File: config.mk
export PLATFORM = sky130hd
export DESIGN_NAME = pll_phase_lock_detect_flat
export DESIGN_NICKNAME = d
export VERILOG_FILES = /design/src/rtl/pll_phase_lock_detect_if.sv /design/src/rtl/pll_phase_lock_detect.sv /design/src/flat_wrapper.sv
export SDC_FILE = /design/constraint.sdc
export NUM_CORES = 1
export LEC_CHECK = 0
export CAP_MARGIN = 10
export CORE_MARGIN = 3
export CORE_UTILIZATION = 45
export DETAILED_ROUTE_END_ITERATION = 6
export PLACE_DENSITY = 0.66
export SYNTH_ARGS = -nofsm -noshare
export SYNTH_HDL_FRONTEND = slang
export SYNTH_SLANG_ARGS = --single-unit
File: constraint.sdc
create_clock -name vco -period 4.3 [get_ports vco]
set_clock_uncertainty 0.2 [all_clocks]
set_input_delay 0.645 -clock vco [delete_from_list [all_inputs] [get_ports vco]]
set_output_delay 0.645 -clock vco [all_outputs]
set_load 0.005 [all_outputs]
File: src/rtl/pll_phase_lock_detect_if.sv
// Signal bundle between the feedback-side phase/lock detector and its surroundings.
// The detector takes the slave side; the driver of ref/fb/m takes the master side.
interface pll_phase_lock_detect_if #(
    parameter int CNT_W = 10
);
    logic                    ref_in;
    logic                    fb_in;
    logic [CNT_W-1:0]        m;
    logic                    up;
    logic                    dn;
    logic signed [CNT_W:0]   phase_err;
    logic                    err_valid;
    logic [CNT_W-1:0]        fb_period;
    logic                    period_ok;
    logic                    lock;

    modport master (
        output ref_in, fb_in, m,
        input  up, dn, phase_err, err_valid, fb_period, period_ok, lock
    );

    modport slave (
        input  ref_in, fb_in, m,
        output up, dn, phase_err, err_valid, fb_period, period_ok, lock
    );
endinterface

File: src/rtl/pll_phase_lock_detect.sv
// Digital PFD and lock detector for the divided VCO feedback, clocked by vco.
// Oversamples ref/fb, reports signed phase error, measures the fb period and qualifies lock.
module pll_phase_lock_detect #(
    parameter int SYNC_STAGES = 2,
    parameter int CNT_W       = 10,
    parameter int ERR_TOL     = 2,
    parameter int LOCK_COUNT  = 16
) (
    input  logic                    vco,
    input  logic                    rst,
    pll_phase_lock_detect_if.slave  bus
);

    localparam logic [CNT_W-1:0] CNT_MAX  = '1;
    localparam logic [CNT_W-1:0] CNT_ONE  = CNT_W'(1);
    localparam logic [CNT_W-1:0] M_MIN    = CNT_W'(2);
    localparam logic [CNT_W:0]   TOL      = (CNT_W + 1)'(ERR_TOL);
    localparam int               LCW      = $clog2(LOCK_COUNT + 1);
    localparam logic [LCW-1:0]   LOCK_MAX = LCW'(LOCK_COUNT);
    localparam logic [LCW-1:0]   LOCK_ONE = LCW'(1);

    // ------------------------------------------------------------------
    // Input path: synchronizer chain plus registered rising-edge pulse.
    // Index 0 is the reference, index 1 the feedback.
    // ------------------------------------------------------------------
    logic [1:0] raw_in;
    logic [1:0] rise_pulse;
    logic       ref_rise;
    logic       fb_rise;

    assign raw_in = {bus.fb_in, bus.ref_in};

    for (genvar gi = 0; gi < 2; gi++) begin : g_sync
        logic [SYNC_STAGES-1:0] sync_reg;
        logic                   last_reg;
        logic                   rise_reg;

        always_ff @(posedge vco) begin
            if (rst) begin
                sync_reg <= '0;
                last_reg <= 1'b0;
                rise_reg <= 1'b0;
            end else begin
                sync_reg <= {sync_reg[SYNC_STAGES-2:0], raw_in[gi]};
                last_reg <= sync_reg[SYNC_STAGES-1];
                rise_reg <= sync_reg[SYNC_STAGES-1] & ~last_reg;
            end
        end

        assign rise_pulse[gi] = rise_reg;
    end

    assign ref_rise = rise_pulse[0];
    assign fb_rise  = rise_pulse[1];

    // ------------------------------------------------------------------
    // PFD state machine
    // ------------------------------------------------------------------
    typedef enum logic [1:0] {
        ST_IDLE,
        ST_UP,
        ST_DN
    } pfd_state_t;

    pfd_state_t            state_reg;
    logic [CNT_W-1:0]      pcnt_reg;
    logic [CNT_W-1:0]      pcnt_next;
    logic signed [CNT_W:0] pcnt_pos;
    logic signed [CNT_W:0] pcnt_neg;
    logic signed [CNT_W:0] phase_err_reg;
    logic                  err_valid_reg;
    logic                  up_reg;
    logic                  dn_reg;

    // Saturating count: a stalled edge must never fold back into a small error.
    assign pcnt_next = (pcnt_reg == CNT_MAX) ? CNT_MAX : pcnt_reg + CNT_ONE;
    assign pcnt_pos  = $signed({1'b0, pcnt_reg});
    assign pcnt_neg  = -pcnt_pos;

    always_ff @(posedge vco) begin
        if (rst) begin
            state_reg     <= ST_IDLE;
            pcnt_reg      <= '0;
            phase_err_reg <= '0;
            err_valid_reg <= 1'b0;
            up_reg        <= 1'b0;
            dn_reg        <= 1'b0;
        end else begin
            err_valid_reg <= 1'b0;
            case (state_reg)
                ST_IDLE: begin
                    if (ref_rise && fb_rise) begin
                        phase_err_reg <= '0;
                        err_valid_reg <= 1'b1;
                    end else if (ref_rise) begin
                        state_reg <= ST_UP;
                        up_reg    <= 1'b1;
                        pcnt_reg  <= CNT_ONE;
                    end else if (fb_rise) begin
                        state_reg <= ST_DN;
                        dn_reg    <= 1'b1;
                        pcnt_reg  <= CNT_ONE;
                    end
                end
                ST_UP: begin
                    if (fb_rise) begin
                        phase_err_reg <= pcnt_pos;
                        err_valid_reg <= 1'b1;
                        if (ref_rise) begin
                            pcnt_reg <= CNT_ONE;
                        end else begin
                            state_reg <= ST_IDLE;
                            up_reg    <= 1'b0;
                        end
                    end else begin
                        // A second ref edge keeps counting: frequency-detect behaviour.
                        pcnt_reg <= pcnt_next;
                    end
                end
                ST_DN: begin
                    if (ref_rise) begin
                        phase_err_reg <= pcnt_neg;
                        err_valid_reg <= 1'b1;
                        if (fb_rise) begin
                            pcnt_reg <= CNT_ONE;
                        end else begin
                            state_reg <= ST_IDLE;
                            dn_reg    <= 1'b0;
                        end
                    end else begin
                        pcnt_reg <= pcnt_next;
                    end
                end
                default: begin
                    state_reg <= ST_IDLE;
                    up_reg    <= 1'b0;
                    dn_reg    <= 1'b0;
                end
            endcase
        end
    end

    // ------------------------------------------------------------------
    // Feedback period measurement
    // ------------------------------------------------------------------
    logic [CNT_W-1:0] pdcnt_reg;
    logic             armed_reg;
    logic [CNT_W-1:0] fb_period_reg;
    logic             period_ok_reg;
    logic             period_bad_reg;
    logic             ratio_match;

    // m below 2 means the divider is bypassed, so no ratio can be confirmed.
    assign ratio_match = (pdcnt_reg == bus.m) && (bus.m >= M_MIN);

    always_ff @(posedge vco) begin
        if (rst) begin
            pdcnt_reg      <= '0;
            armed_reg      <= 1'b0;
            fb_period_reg  <= '0;
            period_ok_reg  <= 1'b0;
            period_bad_reg <= 1'b0;
        end else begin
            period_bad_reg <= 1'b0;
            if (fb_rise) begin
                pdcnt_reg <= CNT_ONE;
                armed_reg <= 1'b1;
                if (armed_reg) begin
                    fb_period_reg  <= pdcnt_reg;
                    period_ok_reg  <= ratio_match;
                    period_bad_reg <= ~ratio_match;
                end
            end else if (pdcnt_reg != CNT_MAX) begin
                pdcnt_reg <= pdcnt_reg + CNT_ONE;
            end else begin
                period_ok_reg  <= 1'b0;
                period_bad_reg <= 1'b1;
            end
        end
    end

    // ------------------------------------------------------------------
    // Lock qualification
    // ------------------------------------------------------------------
    logic [CNT_W:0] phase_mag;
    logic           cmp_good;
    logic [LCW-1:0] lock_cnt_reg;
    logic           lock_reg;

    assign phase_mag = phase_err_reg[CNT_W] ? $unsigned(-phase_err_reg)
                                            : $unsigned(phase_err_reg);
    assign cmp_good  = (phase_mag <= TOL) && period_ok_reg;

    // A bad or stalled period outranks a simultaneous good phase comparison.
    always_ff @(posedge vco) begin
        if (rst) begin
            lock_cnt_reg <= '0;
            lock_reg     <= 1'b0;
        end else if (period_bad_reg) begin
            lock_cnt_reg <= '0;
            lock_reg     <= 1'b0;
        end else if (err_valid_reg) begin
            if (cmp_good) begin
                if (lock_cnt_reg != LOCK_MAX) begin
                    lock_cnt_reg <= lock_cnt_reg + LOCK_ONE;
                end
                lock_reg <= (lock_cnt_reg >= LOCK_MAX - LOCK_ONE);
            end else begin
                lock_cnt_reg <= '0;
                lock_reg     <= 1'b0;
            end
        end
    end

    assign bus.up        = up_reg;
    assign bus.dn        = dn_reg;
    assign bus.phase_err = phase_err_reg;
    assign bus.err_valid = err_valid_reg;
    assign bus.fb_period = fb_period_reg;
    assign bus.period_ok = period_ok_reg;
    assign bus.lock      = lock_reg;

endmodule

File: src/flat_wrapper.sv
// flat-port wrapper written by rule: the top's interface ports become plain ports
module pll_phase_lock_detect_flat 
#(
    parameter int SYNC_STAGES = 2,
    parameter int CNT_W       = 10,
    parameter int ERR_TOL     = 2,
    parameter int LOCK_COUNT  = 16
)
  (vco, rst, bus_ref_in, bus_fb_in, bus_m, bus_up, bus_dn, bus_phase_err, bus_err_valid, bus_fb_period, bus_period_ok, bus_lock);
  pll_phase_lock_detect_if #(.CNT_W(CNT_W)) bus_i ();
  input  logic vco;
  input  logic rst;
  input wire logic [$bits(bus_i.ref_in)-1:0] bus_ref_in;
  input wire logic [$bits(bus_i.fb_in)-1:0] bus_fb_in;
  input wire logic [$bits(bus_i.m)-1:0] bus_m;
  output wire logic [$bits(bus_i.up)-1:0] bus_up;
  output wire logic [$bits(bus_i.dn)-1:0] bus_dn;
  output wire logic [$bits(bus_i.phase_err)-1:0] bus_phase_err;
  output wire logic [$bits(bus_i.err_valid)-1:0] bus_err_valid;
  output wire logic [$bits(bus_i.fb_period)-1:0] bus_fb_period;
  output wire logic [$bits(bus_i.period_ok)-1:0] bus_period_ok;
  output wire logic [$bits(bus_i.lock)-1:0] bus_lock;
  assign bus_i.ref_in = bus_ref_in;
  assign bus_i.fb_in = bus_fb_in;
  assign bus_i.m = bus_m;
  assign bus_up = bus_i.up;
  assign bus_dn = bus_i.dn;
  assign bus_phase_err = bus_i.phase_err;
  assign bus_err_valid = bus_i.err_valid;
  assign bus_fb_period = bus_i.fb_period;
  assign bus_period_ok = bus_i.period_ok;
  assign bus_lock = bus_i.lock;
  pll_phase_lock_detect #(.SYNC_STAGES(SYNC_STAGES), .CNT_W(CNT_W), .ERR_TOL(ERR_TOL), .LOCK_COUNT(LOCK_COUNT)) u_core (.vco(vco), .rst(rst), .bus(bus_i));
endmodule
* After elaboration in Yosys (flattened, before gate mapping) *
Cells that the tools add are included.

word-level totals
  register bits = 63
  input bits = 14
  output and inout bits = 26
  word-level logic and storage cells = 118

operators by class
  $add $sub $neg = 5
  order comparisons = 3
  equality and inequality tests = 20
  muxes and demuxes = 47
  bitwise logic cells = 7
  reductions and logical operators = 16

operator list
  kind                     number
  $mux W10                 7
  $mux W11                 4
  $pmux W11 S3             1
  $pmux W10 S3             1
  $mux W1                  21
  $add A10 B1 Y10 const B  2
  $mux W2                  7
  $ne A2 B1 Y1 const B     6
  $ne A2 B2 Y1 const B     6
  $reduce_and A6 Y1        2
  $le A11 B2 Y1 const B    1
  $neg A10 Y11             1
  $neg A11 Y11             1
  $eq A10 B10 Y1           1
  $eq A10 B10 Y1 const B   1
  $ge A10 B2 Y1 const B    1
  $mux W5                  2
  $ne A10 B10 Y1 const B   1
  $pmux W1 S3              3
  $pmux W2 S3              1
  $reduce_and A2 Y1        3
  $add A5 B1 Y5 const B    1
  $ge A5 B4 Y1 const B     1
  $ne A5 B5 Y1 const B     1
  other kinds (14)         22

* Logic depth before layout (Yosys ltp) *
Gate-level depths: netlist of the first run.

  word-level depth = 6
  depth in mapped cells = 9
  mapped depth without buffers = 8

* Worst setup path before layout of the first run *
OpenSTA, ideal clock, no wires.

  path type = flip-flop to flip-flop
  start = register u_core.pcnt_reg[0]
  end = register u_core.phase_err_reg[8] (netlist: u_core.bus.phase_err[8])
  library setup time = 0.128 ns
  arrival time = 2.142 ns
  data required time = 3.972 ns
  setup slack = 1.830 ns
  stages on the path, launching flop included = 9
  buffers on the path = 0
  period minus slack after synthesis = 2.470 ns
  cells stage by stage = dfxtp_1 -> inv_1 -> ha_1 -> or3b_2 -> or3_1 -> or3_1 -> nor3b_1 -> a221oi_1 -> nor2_1

on the way
  longest elaborated chain between the ends = 3

ends and longest elaborated chain
  what                      line                          RTL
  start: declaration        pll_phase_lock_detect.sv:66   logic [CNT_W-1:0] pcnt_reg;
  start signal: assignment  pll_phase_lock_detect.sv:117  pcnt_reg <= pcnt_next;
  start signal: assignment  pll_phase_lock_detect.sv:131  pcnt_reg <= pcnt_next;
  $neg A10 Y11              pll_phase_lock_detect.sv:78   assign pcnt_neg = -pcnt_pos;
  $mux W11                  pll_phase_lock_detect.sv:121  if (ref_rise) begin
  $pmux W11 S3              pll_phase_lock_detect.sv:90   case (state_reg)
  end signal: assignment    pll_phase_lock_detect.sv:107  phase_err_reg <= pcnt_pos;
  end signal: assignment    pll_phase_lock_detect.sv:122  phase_err_reg <= pcnt_neg;
  end: declaration          pll_phase_lock_detect.sv:70   logic signed [CNT_W:0] phase_err_reg;

No other way between the ends. The select of a mux whose other input is x is not followed.
A chain may end at the register's enable or synchronous reset.

* Worst setup path in the final report of the first run *
  start = register u_core.state_reg[0]
  end = register u_core.phase_err_reg[9] (netlist: u_core.bus.phase_err[9])

on the way
  longest elaborated chain between the ends = 3
  elaborated cells between the ends (all ways) = 9
  classes of those cells = eq/ne: 5; mux: 1; reduce/logical: 3

ends and longest elaborated chain
  what                                                                        line                          RTL
  start: declaration                                                          pll_phase_lock_detect.sv:65   pfd_state_t state_reg;
  start signal: assignment                                                    pll_phase_lock_detect.sv:82   state_reg <= ST_IDLE;
  start signal: assignment                                                    pll_phase_lock_detect.sv:96   state_reg <= ST_UP;
  start signal: assignment                                                    pll_phase_lock_detect.sv:100  state_reg <= ST_DN;
  $eq A2 B1 Y1, or another cell as far along                                  pll_phase_lock_detect.sv:90
  $ne A2 B1 Y1 (no source line) / $reduce_bool A3 Y1 (equally long branches)  --
  $reduce_and A4 Y1 (no source line)                                          --

Parallel ways exist; a longest one is shown, timed or not.

==> metrics.sh, run 1 <==
ROOT_BUFFER='clkbuf_8'
FINAL_MIN_PERIOD_OVER_CLOCK_PERIOD_PCT=72.22
WORST_PATH_LARGEST_CELL_DELAY_NS=0.56
WL_MM=8.211
CTS-ROOT-TO-SINK-BUFFERS=2
DIE_AREA_UM2=8702
GP_CONGESTION=0.8302
REMAINING_DRC_ERRORS=0
YOSYS_WARNINGS=0
POWER.DENSITY_nW_PER_UM2=288.8
CTS_RESIZED=0
CTS_SETUP_BUFFERS=0
WORST-SLEW-PIN-TRANSITION_NS=0.8918
FINALCRITICALPERIOD_NS=3.106
PLACE_HPWL_MM=5.613
DETAILEDROUTE.FIRSTITERATIONVIOLATIONS=149
TIMING.CRITICAL_PATH.FANOUT_MAX=17
GLOBALROUTE.BUSIESTLAYER='met2'
MAXCAPVIOLCOUNT=0
DRT_PASS1_ITERATIONS=4
CTS_HOLD_REPAIR.BUFFERS=0
SLOWEST_STAGE='a2111oi_1'
SYNTH_SEQUENTIAL_AREA_RATIO_PCT=36.79
SYNTHESIS.NETS=457
NUMCLOCKSINKS=63
TIMING.CRITICAL_PATH.ARRIVAL_NS=3.19
FIRST_GLOBAL_VIAS=2918
FLOORPLAN.INITIALDENSITY_PCT=46.77
IOS=40
AREAGROWTHSYNTHTOFINISH_PCT=17.74
GR-TOTAL-OVERFLOW=0
LAYOUT-DRIVE-GT1-SHARE_PCT=6.695
TOTAL_LEAKAGE_POWER_nW=1.411
TIMING.MAX_SLEW.REL_SLACK_PCT=40.00
POST-LAYOUT-TOTAL-POWER_mW=1.166
MULTIINPUTGATEAREA_UM2=1999
CTS_BUFFERS=9
GLOBALROUTETOTALUTIL_PCT=20.13
UNREPAIRED_SETUP_ENDPOINTS_AFTER_GLOBAL_ROUTING='false'
HOLD_VIOLATIONS=0
SETUP.WORST_PATH.START_CLASS='register'
ANTENNA-DIODE-COUNT=0
IR_WORST_VDD_mV=0.1860
SETUP.WORST_PATH.END_CLASS='register'
DOMINANTREGCELLSYNTH='dfxtp_1'
SYNTH_AREA_PER_CELL_UM2=7.936
SYNTH.FF_LATCH_COUNT=63
GRT_UTIL_MET2_PCT=29.01
AVGROUTEDWIREPERCELL_UM=14.61
SYNTHCELLS=432
LAYOUT.FILLER_CELLS=675
FMAX_MHz=322.0
NUMBER_OF_DISTINCT_LIBRARY_CELLS_AFTER_SYNTHESIS=61
INSERTION_DELAY_NS=0.35
FF_LATCH_AREA_UM2=1261
DIE_W_UM=93.29
ASYNC_RESET_FF_SHARE_PCT=0
FINAL_NETS=483
CHIPHEIGHT_UM=93.29
CORE.ROWCOUNT=31
NUMBER_OF_ANTENNA_VIOLATIONS_AT_THE_FIRST_CHECK_IN_GLOBAL_ROUTING=0
CP.REQUIRED_NS=4.39
DETAIL-ROUTE-ANTENNA-NETS=0
CTS.HTREE.LEVELS=3
FIN_TNS_SETUP_NS=0
PATH_CELLS='inv_1 -> ha_1 -> nor2b_1 -> a2111oi_1 -> nand3_1 -> o41ai_1 -> a221oi_1 -> nor2_1'
POSTLAYOUTCOREUTIL_PCT=55.06
SYNTHESIS.AREA_UM2=3428
STATUS='finished, final reports clean'
TIMING_WORST_SETUP_PATH_TYPE='register to register'
TIMING.FINAL.MAX_SLEW_VIOLATIONS=0
TRITONCTS='done'
PLACEABLECOREAREA_UM2=7331
PATH_DELAY_FAMILY='compound AO/OA/AOI/OAI gates'
SYNTH_ENABLE_FLOP_CELLS=0
SETUP_VIOL_COUNT_FINAL=0
ROUTE.DETAILED.VIAS_PER_INST=5.714
GROUTE.LAYER.MET3.USAGE_PCT=5.471
ROUTED-VIA-COUNT=3211
GRT_MAX_DEGREE=52
PORT-BUFFER-COUNT=39
MIN_PATH_TYPE='register to register'
CLK_PIN_SLEW_NS=0.08
CRITICAL_PATH_BUF_INV_COUNT=1
GRT_USE_MET1_PCT=28.68
LARGEST_REGISTER_FF_COUNT=11
GRT_FIRST_PASS_WIRELENGTH_MM=14.06
FIN_WORST_HOLD_SLACK_NS=0.1860
==> per-layer routing <==
layer,vias to the layer above,share of wire (%)
li1,1626,-
met1,1490,50
met2,88,43
met3,7,6.2
met4,0,1.2
met5,-,0
==> path summary, 6_finish.rpt <==
kind / start / cells after the start / end / slack (ns)
setup / recovery: u_core.state_reg[0] / 8 / u_core.bus.phase_err[9] / 1.19
hold / removal: u_core.g_sync[1].last_reg / 1 / u_core.fb_rise / 0.19
setup reg to reg: u_core.state_reg[0] / 8 / u_core.bus.phase_err[9] / 1.19
hold reg to reg: u_core.g_sync[1].last_reg / 1 / u_core.fb_rise / 0.19
==> synthesized netlist by cell type (4+ instances only) <==
master,count,area [µm²]
nand2_1,39,146.4
and3_1,6,37.54
a22oi_1,4,30.03
nor4_1,10,62.56
nor2b_1,13,81.33
or3_1,4,25.02
clkbuf_1,22,82.58
nand4_1,6,37.54
nand3_1,10,50.05
a21o_1,6,45.04
o21ai_0,24,120.1
nor2_1,42,157.7
xor2_1,10,87.58
nor3b_1,7,52.55
a31oi_1,7,43.79
a211oi_1,8,60.06
ha_1,11,137.6
nor3_1,14,70.07
a21oi_1,36,180.2
nand2b_1,4,25.02
o21a_1,4,30.03
inv_1,18,67.56
dfxtp_1,63,1261
a221oi_1,10,87.58
==> layout by cell type (no fill, tap or decap), types with 7 or more instances in the layout <==
master,netlist,routed
clkdlybuf4s50_1,0,38
nand3_1,10,10
dfxtp_1,63,63
inv_1,18,18
nor3_1,14,14
a211oi_1,8,8
xor2_1,10,10
nor2b_1,13,13
o21ai_0,24,24
nor3b_1,7,7
a21oi_1,36,36
clkbuf_8,0,10
a31oi_1,7,7
ha_1,11,11
nor2_1,42,42
a221oi_1,10,10
nor4_1,10,10
nand2_1,39,39
==> cell type report <==
cell class | instances | area share (%)
Clock buffer | 10 | 3.410
Sequential cell | 63 | 31.25
Tap cell | 99 | 3.069
Clock inverter | 6 | 1.147
Inverter | 18 | 1.674
Timing Repair Buffer | 41 | 9.919
Multi-Input combinational cell | 325 | 49.54
==> power by group <==
part | leakage, nW | internal, mW | total (mW) | switching, mW
Sequential | 0.510 | 0.591 | 0.602 | 0.0108
Clock | 0.0885 | 0.226 | 0.474 | 0.248
Combinational | 0.813 | 0.0385 | 0.0899 | 0.0514
==> metrics by stage <==
stage / setup WS, ns / instances / instance area (µm²)
after global routing: 0.9326 / 562 / 4036
after detailed placement: 1.254 / 546 / 3852
after global placement: 1.388 / 546 / 3852
after floorplan: 1.830 / 432 / 3428
after CTS: 1.228 / 562 / 4036
final: 1.194 / 562 / 4036
==> cell families after synthesis <==
kind of cell	share of synthesized area, %
AOI/OAI and AO/OA	25.22
xor gates and xnor gates	3.066
adders and majority gates	4.015
buffers and inverters	4.890
DFF	36.79
muxes	0.6204
and+or+nand+nor	25.40
Power figures use the tool's default switching activity.
==> inputs of run 2 (changes only) <==
Settings changed: PLACE_DENSITY 0.66 to 0.69.
Clock period 4.3 ns to 2.5 ns, I/O delays scaled along.
==> metrics.sh, run 2 (same netlist as run 1, synthesis figures left out) <==
STATUS='finished, final reports clean'
DRT_PASS1_ITERATIONS=4
CHIPHEIGHT_UM=93.29
ANTENNA-DIODE-COUNT=0
MAXCAPVIOLCOUNT=0
IOS=40
CP.REQUIRED_NS=2.52
INSERTION_DELAY_NS=0.33
NUMBER_OF_ANTENNA_VIOLATIONS_AT_THE_FIRST_CHECK_IN_GLOBAL_ROUTING=0
TOTAL_LEAKAGE_POWER_nW=1.588
REMAINING_DRC_ERRORS=0
PLACEABLECOREAREA_UM2=7331
SETUP_VIOL_COUNT_FINAL=0
CTS-ROOT-TO-SINK-BUFFERS=2
PORT-BUFFER-COUNT=39
DETAILEDROUTE.FIRSTITERATIONVIOLATIONS=218
TIMING.MAX_SLEW.REL_SLACK_PCT=65.83
FINAL_NETS=510
AVGROUTEDWIREPERCELL_UM=14.87
MOST_FREQUENT_STANDARD_CELL_IN_THE_LAYOUT_EXCLUDING_FILL_AND_TAP_CELLS='dfxtp_1'
POSTLAYOUTCOREUTIL_PCT=59.28
DETAILED_PLACE.AREA_UM2=4055
CLK_PIN_SLEW_NS=0.07
NUMCLOCKSINKS=63
IR_WORST_VDD_mV=0.3906
GRT_USE_MET1_PCT=28.59
CTS_HOLD_REPAIR.BUFFERS=0
CLOCKPOWERSHARE_PCT=47.3
FLOORPLAN.INITIALDENSITY_PCT=46.77
TIMING.CRITICAL_PATH.ARRIVAL_NS=2.40
TIMING.FINAL.MAX_SLEW_VIOLATIONS=0
POWER.SHARE.SEQUENTIAL_PCT=44.4
TIMING.CRITICAL_PATH.FANOUT_MAX=12
P_SW_uW=516.9
FMAX_MHz=420.7
DETAIL-ROUTE-ANTENNA-NETS=0
HOLD_VIOLATIONS=0
FINAL_MIN_PERIOD_OVER_CLOCK_PERIOD_PCT=95.08
ROUTED-VIA-COUNT=3359
FINALCRITICALPERIOD_NS=2.377
LAYOUT_COMMON_CELLS='61 x dfxtp_1, 42 x nor2_1, 39 x nand2_1'
FIN_WORST_HOLD_SLACK_NS=0.1831
WL_MM=8.756
FINAL_CRITICAL_PATH_SETUP_SLACK_NS=0.1231
SETUP.WORST_PATH.END_CLASS='register'
CTS_BUFFERS=9
CRIT_START='u_core.state_reg[1]'
SETUP_CRIT_END='u_core.bus.phase_err[2]'
GLOBALROUTETOTALUTIL_PCT=20.79
GRT_MAX_DEGREE=31
FIRST_GLOBAL_VIAS=3052
WORST-SLEW-PIN-TRANSITION_NS=0.5107
GRT_UTIL_MET2_PCT=33.17
LAYOUT-DRIVE-GT1-SHARE_PCT=13.67
POWER.DENSITY_nW_PER_UM2=532.9
REG2REGPATHDEPTH=7
GLOBALROUTE.BUSIESTLAYER='met2'
GR-TOTAL-OVERFLOW=0
DIE_W_UM=93.29
MIN_PATH_TYPE='register to register'
CORE.ROWCOUNT=31
LARGEST_REGISTER_FF_COUNT=11
POST-PLACE-WS_NS=0.02699
R2R-START='u_core.state_reg[1]'
SETUP.WORST_PATH.START_CLASS='register'
ROOT_BUFFER='clkbuf_8'
FINAL_AREA_UM2=4345
TIMING_WORST_SETUP_PATH_TYPE='register to register'
GROUTE.LAYER.MET3.USAGE_PCT=4.907
GP_CONGESTION=0.9093
DIE_AREA_UM2=8702
CELL_INTERNAL_PWR_mW=1.799
CTS.HTREE.LEVELS=3
SWITCHING_SHARE_PCT=22.32
REG2REG_SLACK_NS=0.12
AREAGROWTHSYNTHTOFINISH_PCT=26.75
TRITONCTS='done'
POWER_FRAC_COMB_PCT=8.3
ROUTE.DETAILED.VIAS_PER_INST=5.703
GRT_FIRST_PASS_WIRELENGTH_MM=14.67
CRIT-REG2REG-CAPTURE='u_core.bus.phase_err[2]'
NUMBER_OF_CELLS_IN_THE_DESIGN_AFTER_PLACEMENT=573
PLACE_HPWL_MM=6.139
FINAL-INSTANCE-COUNT-EXCL-FILL=589
[run 2: cell types whose count changed in the layout (fill, tap and decap cells not counted), moves of 2 or more]
cell and change:
or3_1 -2, bufinv_16 +3, clkinvlp_4 -2, buf_4 +27, dfxtp_2 +2, or3_4 +2, inv_1 -2, inv_2 +2
clkinv_4 -3, dfxtp_1 -2
[run 2: stage by stage]
| stage | setup TNS, ns | total power, mW |
|---|---|---|
| after global placement | 0 | 1.229 |
| final | 0 | 2.316 |
| after CTS | 0 | 2.322 |
| after global routing | -0.3329 | 2.398 |
| after detailed placement | 0 | 1.232 |
| after floorplan | 0 | 1.154 |
[run 2: final cells by class]
cell class | count | area [µm²]
tap | 99 | 123.9
clock inverter | 5 | 103.9
multi-input combinational | 325 | 2042
fill | 649 | 2985
timing repair buffer | 68 | 603.1
clock buffer | 11 | 141.4
inverter | 18 | 67.56
sequential | 63 | 1264
[run 2: how the worst min path moves through the flow]
| stage | endpoint | startpoint | cells past startpoint | slack, ns |
|---|---|---|---|---|
| floorplan | u_core.fb_rise | u_core.g_sync[1].last_reg | 1 | 0.17 |
| global placement | u_core.fb_rise | u_core.g_sync[1].last_reg | 1 | 0.18 |
| detailed placement | u_core.g_sync[0].rise_reg | u_core.g_sync[0].last_reg | 1 | 0.18 |
| CTS | u_core.fb_rise | u_core.g_sync[1].last_reg | 1 | 0.18 |
| global route | u_core.fb_rise | u_core.g_sync[1].last_reg | 1 | 0.19 |
| finish | u_core.fb_rise | u_core.g_sync[1].last_reg | 1 | 0.18 |
[run 2: power by group through the flow]
stage,sequential [mW],combinational [mW],clock [mW]
final,1.03,0.192,1.10
after global routing,1.03,0.209,1.16
after CTS,1.03,0.181,1.11
after detailed placement,1.05,0.180,0
after global placement,1.05,0.178,0
after floorplan,1.05,0.103,0
[run 2: per-layer routing]
metal	up-vias	wire length [µm]
met3	7	413
met5	-	0
met4	0	74
met2	91	4012
li1	1690	-
met1	1571	4257
[run 2: what timing repair did]
| item | in CTS | in global routing |
|---|---|---|
| setup buffers | 0 | 0 |
| resized for setup | 0 | 12 |
| endpoints found under the setup margin | 0 | 15 |
[run 2: worst max-delay path, stage by stage, from the launching register on]
cell      delay, ns
dfxtp_1        0.40
inv_1          0.09
ha_1           0.21
buf_4          0.18
a21o_1         0.19
or3_1          0.54
a221oi_1       0.37
nor2_1         0.07
==> inputs of run 3 (changes only) <==
Settings changed: CTS_CLUSTER_DIAMETER set to 50, PLACE_DENSITY 0.69 to 0.7.
==> metrics.sh, run 3 (same netlist as run 1, synthesis figures left out) <==
FINAL_NETS=509
NUMBER_OF_ANTENNA_VIOLATIONS_AT_THE_FIRST_CHECK_IN_GLOBAL_ROUTING=0
POSTLAYOUTCOREUTIL_PCT=58.90
TRITONCTS='done'
TIMING.CRITICAL_PATH.FANOUT_MAX=8
DETAIL-ROUTE-ANTENNA-NETS=0
FINAL_CRITICAL_PATH_SETUP_SLACK_NS=0.1047
GLOBALROUTETOTALUTIL_PCT=20.86
SETUP.WORST_PATH.END_CLASS='register'
FIN_WORST_HOLD_SLACK_NS=0.1907
WL_MM=8.673
FLOORPLAN.INITIALDENSITY_PCT=46.77
FMAX_MHz=417.5
DIE_W_UM=93.29
POWER.DENSITY_nW_PER_UM2=492.3
PLACE_HPWL_MM=6.056
GRT_FIRST_PASS_WIRELENGTH_MM=14.49
FIN_TNS_SETUP_NS=0
SLOWEST_STAGE='or4_4'
ROUTE.DETAILED.VIAS_PER_INST=5.645
MOST_FREQUENT_STANDARD_CELL_IN_THE_LAYOUT_EXCLUDING_FILL_AND_TAP_CELLS='dfxtp_1'
NUMCLOCKSINKS=63
ROOT_BUFFER='clkbuf_8'
DIE_AREA_UM2=8702
POST-PLACE-WS_NS=0.04776
INSERTION_DELAY_NS=0.35
GRT_MAX_DEGREE=38
PLACEABLECOREAREA_UM2=7331
ROUTED-VIA-COUNT=3319
AVGROUTEDWIREPERCELL_UM=14.75
TIMING.FINAL.MAX_SLEW_VIOLATIONS=0
WORST-SLEW-PIN-TRANSITION_NS=0.4679
CTS-ROOT-TO-SINK-BUFFERS=2
AREAGROWTHSYNTHTOFINISH_PCT=25.95
FINALCRITICALPERIOD_NS=2.395
CHIPHEIGHT_UM=93.29
UNREPAIRED_SETUP_ENDPOINTS_AFTER_GLOBAL_ROUTING='false'
HOLD_VIOLATIONS=0
PATH_CELLS='or4_4 -> or4_1 -> nand2_1 -> a31oi_2 -> o31ai_2 -> a32o_2'
LAYOUT.FILLER_CELLS=649
WORST_PATH_LARGEST_CELL_DELAY_NS=0.56
CTS_BUFFERS=9
CTS.HTREE.LEVELS=3
TIMING_WORST_SETUP_PATH_TYPE='register to register'
FINAL_MIN_PERIOD_OVER_CLOCK_PERIOD_PCT=95.81
GR-TOTAL-OVERFLOW=0
PATH_DELAY_FAMILY='simple AND/OR/NAND/NOR gates'
IR_WORST_VDD_mV=0.2906
TIMING.CRITICAL_PATH.ARRIVAL_NS=2.49
LAYOUT-DRIVE-GT1-SHARE_PCT=13.29
ANTENNA-DIODE-COUNT=0
CTS_SETUP_BUFFERS=0
SETUP.WORST_PATH.START_CLASS='register'
DETAILEDROUTE.FIRSTITERATIONVIOLATIONS=159
FIRST_GLOBAL_VIAS=3037
PORT-BUFFER-COUNT=39
TOTAL_LEAKAGE_POWER_nW=1.570
LARGEST_REGISTER_FF_COUNT=11
CP.REQUIRED_NS=2.59
GP_CONGESTION=0.8815
CLK_PIN_SLEW_NS=0.07
CORE.ROWCOUNT=31
MIN_PATH_TYPE='register to register'
STATUS='finished, final reports clean'
LAYOUT_COMMON_CELLS='63 x dfxtp_1, 42 x nor2_1, 39 x clkdlybuf4s50_1'
REMAINING_DRC_ERRORS=0
FINAL-INSTANCE-COUNT-EXCL-FILL=588
DRT_PASS1_ITERATIONS=4
MAXCAPVIOLCOUNT=0
SETUP_VIOL_COUNT_FINAL=0
CRITICAL_PATH_BUF_INV_COUNT=0
IOS=40
NUMBER_OF_CELLS_IN_THE_DESIGN_AFTER_PLACEMENT=572
TIMING.MAX_SLEW.REL_SLACK_PCT=68.69
[run 3: cell count changes in the layout (fill, tap and decap cells not counted), sizes merged]
cell           before  now
clkbuf             11   12
buf                30   28
inv                19   18
clkdlybuf4s50      38   39
clkinv              1    2
bufinv              3    1
clkinvlp            0    1
[run 3: per-layer routing]
metal  vias up  part of all wire [%]  track usage, %
met4         0                  0.86           7.814
li1       1695                     -               -
met5         -                     0               0
met2        78                    44           30.79
met1      1541                    50           29.21
met3         5                   4.9           5.229
[run 3: final timing paths]
path | depth (start not counted) | slack (ns) | start | to
max | 6 | 0.10 | u_core.bus.phase_err[1] | u_core.lock_cnt_reg[0]
min | 1 | 0.19 | u_core.g_sync[0].last_reg | u_core.g_sync[0].rise_reg
max reg2reg | 6 | 0.10 | u_core.bus.phase_err[1] | u_core.lock_cnt_reg[0]
min reg2reg | 1 | 0.19 | u_core.g_sync[0].last_reg | u_core.g_sync[0].rise_reg
[run 3: cell type report]
cell class	instances	area (µm²)	share of cell area (%)
Timing Repair Buffer	67	604.3	14.00
Multi-Input combinational cell	325	2061	47.73
Tap cell	99	123.9	2.869
Inverter	18	67.56	1.565
Sequential cell	63	1261	29.21
Clock buffer	12	145.1	3.361
Clock inverter	4	55.05	1.275
[run 3: stage by stage]
stage / power (mW) / cell area (µm²)
floorplan: 1.154 / 3428
global placement: 1.230 / 4053
detailed placement: 1.234 / 4053
CTS: 2.150 / 4253
global route: 2.218 / 4318
finish: 2.126 / 4318
[run 3: timing repair]
item	4_1_cts	5_1_grt
gates resized for setup	0	16
hold buffers	0	0
endpoints found under the setup margin	0	15
[run 3: where the power goes]
part / switching, mW / internal, mW
Clock: 0.412 / 0.492
Combinational: 0.103 / 0.0897
Sequential: 0.0112 / 1.02
Total: 0.527 / 1.60
